File: config.mk
export PLATFORM = sky130hd
export DESIGN_NAME = mod_sha256_msg_sched
export DESIGN_NICKNAME = d
export VERILOG_FILES = /design/src/rtl/mod_sha256_msg_sched.sv
export SDC_FILE = /design/constraint.sdc
export NUM_CORES = 1
export LEC_CHECK = 0
export ABC_AREA = 1
export BUFFER_PORTS_ARGS = -buffer_cell sky130_fd_sc_hd__buf_4
export CAP_MARGIN = 20
export CORE_AREA = 2 2 373 227
export CTS_CLUSTER_DIAMETER = 40
export CTS_CLUSTER_SIZE = 10
export DETAILED_ROUTE_END_ITERATION = 10
export DIE_AREA = 0 0 375 229
export PLACE_DENSITY = 0.48
export SETUP_SLACK_MARGIN = 0.4
export SYNTH_ARGS = -nofsm -noshare
export SYNTH_HDL_FRONTEND = slang
export SYNTH_SLANG_ARGS = --single-unit
export TNS_END_PERCENT = 5
File: constraint.sdc
create_clock -name CLK -period 8.15 [get_ports CLK]
set_input_delay 2.0375 -clock CLK [delete_from_list [all_inputs] [get_ports CLK]]
set_output_delay 2.0375 -clock CLK [all_outputs]
set_load 0.005 [all_outputs]
File: src/rtl/mod_sha256_msg_sched.sv
// SHA-256 message schedule: loads a 16-word block, then streams W[0..63]
// through a 16-word sliding window with a valid/ready handshake on both sides.
module mod_sha256_msg_sched (
  input  logic        CLK,
  input  logic        RST_N,
  input  logic        IN_VALID,
  output logic        IN_READY,
  input  logic [31:0] IN_WORD,
  output logic        W_VALID,
  input  logic        W_READY,
  output logic [31:0] W_DATA,
  output logic [5:0]  W_IDX,
  output logic        W_LAST
);

  typedef enum logic {
    ST_LOAD = 1'b0,
    ST_EMIT = 1'b1
  } state_t;

  state_t      state_q, state_d;
  logic [31:0] win_q [16];
  logic [31:0] win_d [16];
  logic [5:0]  cnt_q, cnt_d;
  logic        in_hs, w_hs;
  logic [31:0] new_w;

  function automatic logic [31:0] sig0(input logic [31:0] x);
    return {x[6:0], x[31:7]} ^ {x[17:0], x[31:18]} ^ {3'b000, x[31:3]};
  endfunction

  function automatic logic [31:0] sig1(input logic [31:0] x);
    return {x[16:0], x[31:17]} ^ {x[18:0], x[31:19]} ^ {10'b0, x[31:10]};
  endfunction

  assign IN_READY = (state_q == ST_LOAD);
  assign W_VALID  = (state_q == ST_EMIT);
  assign W_DATA   = W_VALID ? win_q[0] : 32'h0;
  assign W_IDX    = W_VALID ? cnt_q : 6'd0;
  assign W_LAST   = W_VALID && (cnt_q == 6'd63);

  assign in_hs = IN_READY && IN_VALID;
  assign w_hs  = W_VALID && W_READY;
  // Window slot 0 holds W[t], so W[t+16] draws from t+14, t+9, t+1 and t
  assign new_w = sig1(win_q[14]) + win_q[9] + sig0(win_q[1]) + win_q[0];

  always_comb begin
    state_d = state_q;
    cnt_d   = cnt_q;
    win_d   = win_q;
    if (in_hs) begin
      win_d[cnt_q[3:0]] = IN_WORD;
      if (cnt_q == 6'd15) begin
        cnt_d   = 6'd0;
        state_d = ST_EMIT;
      end else begin
        cnt_d = cnt_q + 6'd1;
      end
    end else if (w_hs) begin
      for (int i = 0; i < 15; i++) begin
        win_d[i] = win_q[i+1];
      end
      win_d[15] = new_w;
      if (cnt_q == 6'd63) begin
        cnt_d   = 6'd0;
        state_d = ST_LOAD;
      end else begin
        cnt_d = cnt_q + 6'd1;
      end
    end
  end

  always_ff @(posedge CLK or negedge RST_N) begin
    if (!RST_N) begin
      state_q <= ST_LOAD;
      cnt_q   <= 6'd0;
      for (int i = 0; i < 16; i++) begin
        win_q[i] <= 32'h0;
      end
    end else begin
      state_q <= state_d;
      cnt_q   <= cnt_d;
      for (int i = 0; i < 16; i++) begin
        win_q[i] <= win_d[i];
      end
    end
  end

endmodule

==> results of run 1 <==
-- cells by family after synthesis --
logic type | count (synthesis) | share of synthesized area, %
AO/OA/AOI/OAI | 908 | 20.4
XOR/XNOR | 124 | 3.80
adder cells (fa/ha/maj) | 97 | 5.87
buffers and inverters | 632 | 8.97
flip-flops | 519 | 45.4
multiplexers | 1 | 0.0350
AND/OR/NAND/NOR | 1083 | 15.6
-- metrics by stage --
stage	std cells	utilization (%)
floorplan	3364	-
global placement	4278	36.0
detailed placement	4278	36.0
CTS	4389	38.6
global route	4390	38.6
finish	4392	38.6
-- cell usage in the layout (no fill, tap or decap), types with 4 or more instances in the layout --
cell type | synthesis | final
o211ai_1 | 99 | 99
fa_1 | 62 | 62
o221ai_1 | 24 | 24
inv_2 | 9 | 9
nor2_1 | 62 | 59
o21bai_1 | 4 | 4
ha_1 | 35 | 35
dfrtp_1 | 519 | 518
clkbuf_8 | 0 | 4
buf_4 | 2 | 116
xor2_1 | 55 | 55
a21oi_1 | 24 | 24
o21ai_1 | 120 | 120
nor3_1 | 6 | 6
nand2_1 | 811 | 811
o21ai_0 | 266 | 266
nand4_1 | 4 | 4
xnor2_1 | 69 | 69
clkinvlp_4 | 0 | 4
clkbuf_1 | 164 | 9
nor3_4 | 3 | 9
clkinv_2 | 0 | 9
nand3_1 | 169 | 169
inv_6 | 0 | 5
clkbuf_16 | 0 | 71
clkinv_8 | 0 | 4
a22oi_1 | 369 | 369
inv_1 | 323 | 322
nor2_4 | 3 | 13
-- worst max-delay path: stages, from the launching register on --
cell,delay (ns)
dfrtp_1,0.48
xnor2_1,0.53
xor2_1,0.26
fa_1,0.46
fa_1,0.50
inv_1,0.05
ha_1,0.44
nand2_1,0.14
inv_1,0.11
nand2_1,0.15
nor3_1,0.73
and2_1,0.23
nand2_1,0.19
nand2_1,0.13
nand2_1,0.05
nand3_1,0.10
nand2_1,0.08
-- sequential cells by signal (all words and copies together), names as in the netlist --
signal,flops
W_VALID,1
cnt_q,6
win_q,512
-- layout make-up --
type | count | area (sq um) | share of cell area (%)
inverter | 334 | 1260 | 3.95
tap | 1092 | 1370 | 4.28
clock inverter | 27 | 292 | 0.914
clock buffer | 84 | 1870 | 5.85
timing repair buffer | 121 | 973 | 3.05
multi-input combinational | 2213 | 13200 | 41.2
antenna | 2 | 5.00 | 0.0157
sequential | 519 | 13000 | 40.7
-- metal layers --
metal  GRT usage [%]  vias to the layer above  wire (microns)
li1                -                    11100               -
met3            4.02                      124            6450
met4            5.85                        2            2160
met1            39.7                    12400           54500
met2            35.6                      772           45400
met5               0                        -              13
-- path summary, 6_finish.rpt --
path | to | slack (ns) | depth (start not counted)
worst max-delay path | win_q[28]$_DFFE_PN0P_ | 3.37 | 16
worst min-delay path | win_q[0]$_DFFE_PN0P_ | 0.48 | 2
max in group asynchronous | win_q[429]$_DFFE_PN0P_ | 5.28 | 2
worst max register to register | win_q[28]$_DFFE_PN0P_ | 3.37 | 16
worst min register to register | win_q[0]$_DFFE_PN0P_ | 0.48 | 2
min in group asynchronous | win_q[218]$_DFFE_PN0P_ | 1.36 | 1
==> results.sh, run 1 <==
export IMPL_clock_path_buffers=3
export IMPL_hp_start="win_q[0]$_DFFE_PN0P_"
export IMPL_fill_cells=8343
export IMPL_grt_antenna_before_repair=3
export IMPL_cp_start_kind="register"
export IMPL_crit_path_start="win_q[39]$_DFFE_PN0P_"
export IMPL_grt_overflow_total=0
export IMPL_fin_skew_ns=0.0236
export IMPL_finalSetupTns_ns=0
export IMPL_wl_per_cell_microns=24.7
export IMPL_wirelength_mm=108
export IMPL_gp_congestion=0.935
export IMPL_ys_seq_elements=519
export IMPL_fin_nets=3393
export IMPL_detail_route_vias_per_cell=5.54
export IMPL_finalMaxSlewViolations=0
export IMPL_dieArea_sq_um=85900
export IMPL_grt_pass1_vias=23600
export IMPL_seq_area_frac_synth_pct=45.4
export IMPL_drt_iter0_markers=2614
export IMPL_io_pins=77
export IMPL_syn_nets=3497
export IMPL_min_period_over_period_pct=58.7
export IMPL_pre_cts_slack_ns=2.92
export IMPL_hold_viol_final=0
export IMPL_criticalPathCategory="register to register"
export IMPL_core_area_sq_um=82600
export IMPL_cts_inserted_buffers=71
export IMPL_grt_first_pass_wirelength_mm=162
export IMPL_synth_edff_count=0
export IMPL_grt_start_max_net_pins=220
export IMPL_yosys_area_top_type="dfrtp_1"
export IMPL_arrival_ns=5.30
export IMPL_cp_end_kind="register"
export IMPL_clk_latency_ns=0.64
export IMPL_setup_violations_final=0
export IMPL_worst_slack_ns=3.37
export IMPL_worstHoldPathType="register to register"
export IMPL_post_cts_buffers=0
export IMPL_root_buffer="clkbuf_16"
export IMPL_syn_avg_cell_area_sq_um=8.50
export IMPL_slew_limit_headroom_pct=19.7
export IMPL_cts_tree="yes"
export IMPL_crit_required_ns=8.67
export IMPL_post_cts_resized=0
export IMPL_ys_flop_type="dfrtp_1"
export IMPL_die_h_microns=229
export IMPL_synthesis_instances=3364
export IMPL_r2r_start="win_q[39]$_DFFE_PN0P_"
export IMPL_ctsHoldBuffers=0
export IMPL_hpwl_mm=76.1
export IMPL_max_cap_violations=0
export IMPL_start_util_pct=34.6
export IMPL_fmax_mhz=209
export IMPL_synthArstFlopShare_pct=100
export IMPL_syn2layout_area_growth_pct=11.6
export IMPL_outcome="completed"
export IMPL_synth_area_sq_um=28600
export IMPL_grt_usage_pct=25.2
export IMPL_rsz0062_at_grt="no"
export IMPL_min_period_ns=4.78
export IMPL_vias=24300
export IMPL_clock_sinks=519
export IMPL_die_x_microns=375
export IMPL_worstMarginPinSlew_ns=1.20
export IMPL_final_cell_area_sq_um=31900
export IMPL_cp_max_fo=5
export IMPL_synth_area_leaders="dfrtp_1, nand2_1, a22oi_1"
export IMPL_ant_nets=0
export IMPL_drive_above_1_share_pct=7.97
export IMPL_synth_top_area_share_pct=45.4
export IMPL_yosysMostFrequentCell="nand2_1"
export IMPL_yosys_warnings=0
export IMPL_port_buffers=76
export IMPL_place_area_sq_um=29700
export IMPL_drc=0
export IMPL_holdWs_ns=0.480
export IMPL_htreeDepth=3
export IMPL_path_clk_slew_ns=0.06
export IMPL_rows=82
export IMPL_firstDrtPassIters=6
export IMPL_synthTopCellsByCount="nand2_1, dfrtp_1, a22oi_1, inv_1, o21ai_0"
export IMPL_synth_cell_types=41
Power of run 1 is left out: the tool's default activity adds up to more than one toggle a clock period on the data nets, which glitch-free logic cannot reach.
==> inputs of run 2 (changes only) <==
--- a/config.mk
+++ b/config.mk
@@ -13,7 +13,7 @@
 export CTS_CLUSTER_SIZE = 10
 export DETAILED_ROUTE_END_ITERATION = 10
 export DIE_AREA = 0 0 375 229
-export PLACE_DENSITY = 0.48
+export PLACE_DENSITY = 0.5
 export SETUP_SLACK_MARGIN = 0.4
 export SYNTH_ARGS = -nofsm -noshare
 export SYNTH_HDL_FRONTEND = slang
==> constraint.sdc (replaced) <==
create_clock -name CLK -period 3.9 [get_ports CLK]
set_input_delay 0.975 -clock CLK [delete_from_list [all_inputs] [get_ports CLK]]
set_output_delay 0.975 -clock CLK [all_outputs]
set_load 0.005 [all_outputs]
==> run 2 against run 1 <==
First-iteration DRC count grew 7.6%. Non-clock buffer count grew 83. Final cell count grew 1.5%. Critical path type unchanged. Largest cell class unchanged.
==> results.sh, run 2 (synthesized netlist as in run 1, its figures left out) <==
export IMPL_arrival_ns=4.02
export IMPL_grt_overflow_total=0
export IMPL_finalMaxSlewViolations=0
export IMPL_die_x_microns=375
export IMPL_slew_limit_headroom_pct=48.3
export IMPL_gp_congestion=1.01
export IMPL_clock_path_buffers=3
export IMPL_criticalPathCategory="register to register"
export IMPL_clk_latency_ns=0.63
export IMPL_cp_start_kind="register"
export IMPL_firstDrtPassIters=6
export IMPL_holdWs_ns=0.338
export IMPL_fmax_mhz=285
export IMPL_root_buffer="clkbuf_16"
export IMPL_hpwl_mm=77.0
export IMPL_path_clk_slew_ns=0.06
export IMPL_final_cell_mix="nand2_1, dfrtp_1, a22oi_1, inv_1, o21ai_0"
export IMPL_ctsHoldBuffers=0
export IMPL_wirelength_mm=109
export IMPL_detail_route_vias_per_cell=5.52
export IMPL_port_buffers=76
export IMPL_fin_nets=3473
export IMPL_cts_inserted_buffers=68
export IMPL_max_cap_violations=0
export IMPL_cp_end_kind="register"
export IMPL_finalSetupTns_ns=0
export IMPL_setup_violations_final=0
export IMPL_clock_sinks=519
export IMPL_rsz0062_at_grt="yes"
export IMPL_ant_nets=0
export IMPL_worstMarginPinSlew_ns=0.772
export IMPL_crit_required_ns=4.41
export IMPL_io_pins=77
export IMPL_syn2layout_area_growth_pct=16.7
export IMPL_wl_per_cell_microns=24.5
export IMPL_grt_antenna_before_repair=1
export IMPL_drt_iter0_markers=2812
export IMPL_hold_viol_final=0
export IMPL_core_area_sq_um=82600
export IMPL_final_cell_area_sq_um=33400
export IMPL_start_util_pct=34.6
export IMPL_rows=82
export IMPL_min_period_ns=3.51
export IMPL_htreeDepth=3
export IMPL_worstHoldPathType="input pin to async pin"
export IMPL_drc=0
export IMPL_grt_usage_pct=25.2
export IMPL_largest_reg_flops=512
export IMPL_place_area_sq_um=30400
export IMPL_grt_first_pass_wirelength_mm=161
export IMPL_vias=24600
export IMPL_drive_above_1_share_pct=14.1
export IMPL_cts_tree="yes"
export IMPL_final_common_cell="nand2_1"
export IMPL_cp_max_fo=5
export IMPL_grt_start_max_net_pins=128
export IMPL_min_period_over_period_pct=90.1
export IMPL_fin_skew_ns=0.0220
export IMPL_dieArea_sq_um=85900
export IMPL_outcome="completed"
export IMPL_grt_pass1_vias=23100
export IMPL_largest_register="win_q"
export IMPL_die_h_microns=229
## run 2: cell count changes in the layout (fill, tap and decap cells not counted), moves of 12 or more
cell	change
buf_4	+70
dfrtp_1	-26
dfrtp_2	+26
ha_1	-24
xnor2_1	-21
nand2_1	-18
ha_4	+16
xnor2_2	+15
nand2_2	+14
nor2_1	-14
xor2_1	-13
buf_12	+12
## run 2: cell type report
cell class	instances	area, sq um
Multi-Input combinational cell	2213	14000
Inverter	334	1260
Tap cell	1092	1370
Sequential cell	519	13000
Timing Repair Buffer	204	1730
Antenna cell	1	2.50
Clock inverter	17	204
Fill cell	8333	49200
Clock buffer	77	1800
## run 2: final timing paths
path | startpoint | to | slack (ns) | depth (start not counted)
max in group asynchronous | RST_N | win_q[42]$_DFFE_PN0P_ | 2.51 | 2
min in group CLK | win_q[2]$_DFFE_PN0P_ | win_q[2]$_DFFE_PN0P_ | 0.48 | 2
worst max-delay path | win_q[37]$_DFFE_PN0P_ | win_q[24]$_DFFE_PN0P_ | 0.39 | 18
worst max register to register | win_q[37]$_DFFE_PN0P_ | win_q[24]$_DFFE_PN0P_ | 0.39 | 18
worst min register to register | win_q[2]$_DFFE_PN0P_ | win_q[2]$_DFFE_PN0P_ | 0.48 | 2
worst min-delay path | RST_N | win_q[246]$_DFFE_PN0P_ | 0.34 | 1
## run 2: what timing repair did
item                       in CTS  in global routing
resized for setup              44                126
pin swaps                       8                 39
setup endpoints to repair      24                 24
setup buffers                   6                 10
## run 2: per-layer routing
layer	GRT usage, %	share of wire (%)
met1	39.6	48
met2	34.1	41
met3	6.87	9.4
met4	4.78	1.5
met5	0	0.13
## run 2: stage by stage
step	utilization, %	setup slack (ns)	cells
6_report	40.4	0.386	4457
5_1_grt	40.4	0.322	4456
4_1_cts	39.5	0.380	4446
3_5_place_dp	36.8	0.0833	4346
3_3_place_gp	36.8	-0.00329	4346
2_1_floorplan	-	0.555	3364
## run 2: worst max-delay path, cell delays in order (launching register included)
cell,delay (ns)
dfrtp_2,0.46
xnor2_1,0.14
buf_4,0.16
xor2_2,0.15
fa_1,0.46
fa_1,0.53
inv_1,0.05
ha_2,0.38
nand2_1,0.11
inv_1,0.09
nand2_1,0.12
inv_2,0.13
nand2_1,0.10
nor2_1,0.09
nand2_1,0.11
nand3_1,0.10
nand2_1,0.05
nand3_1,0.08
nand2_1,0.06
Power of run 2 is left out for the same reason.
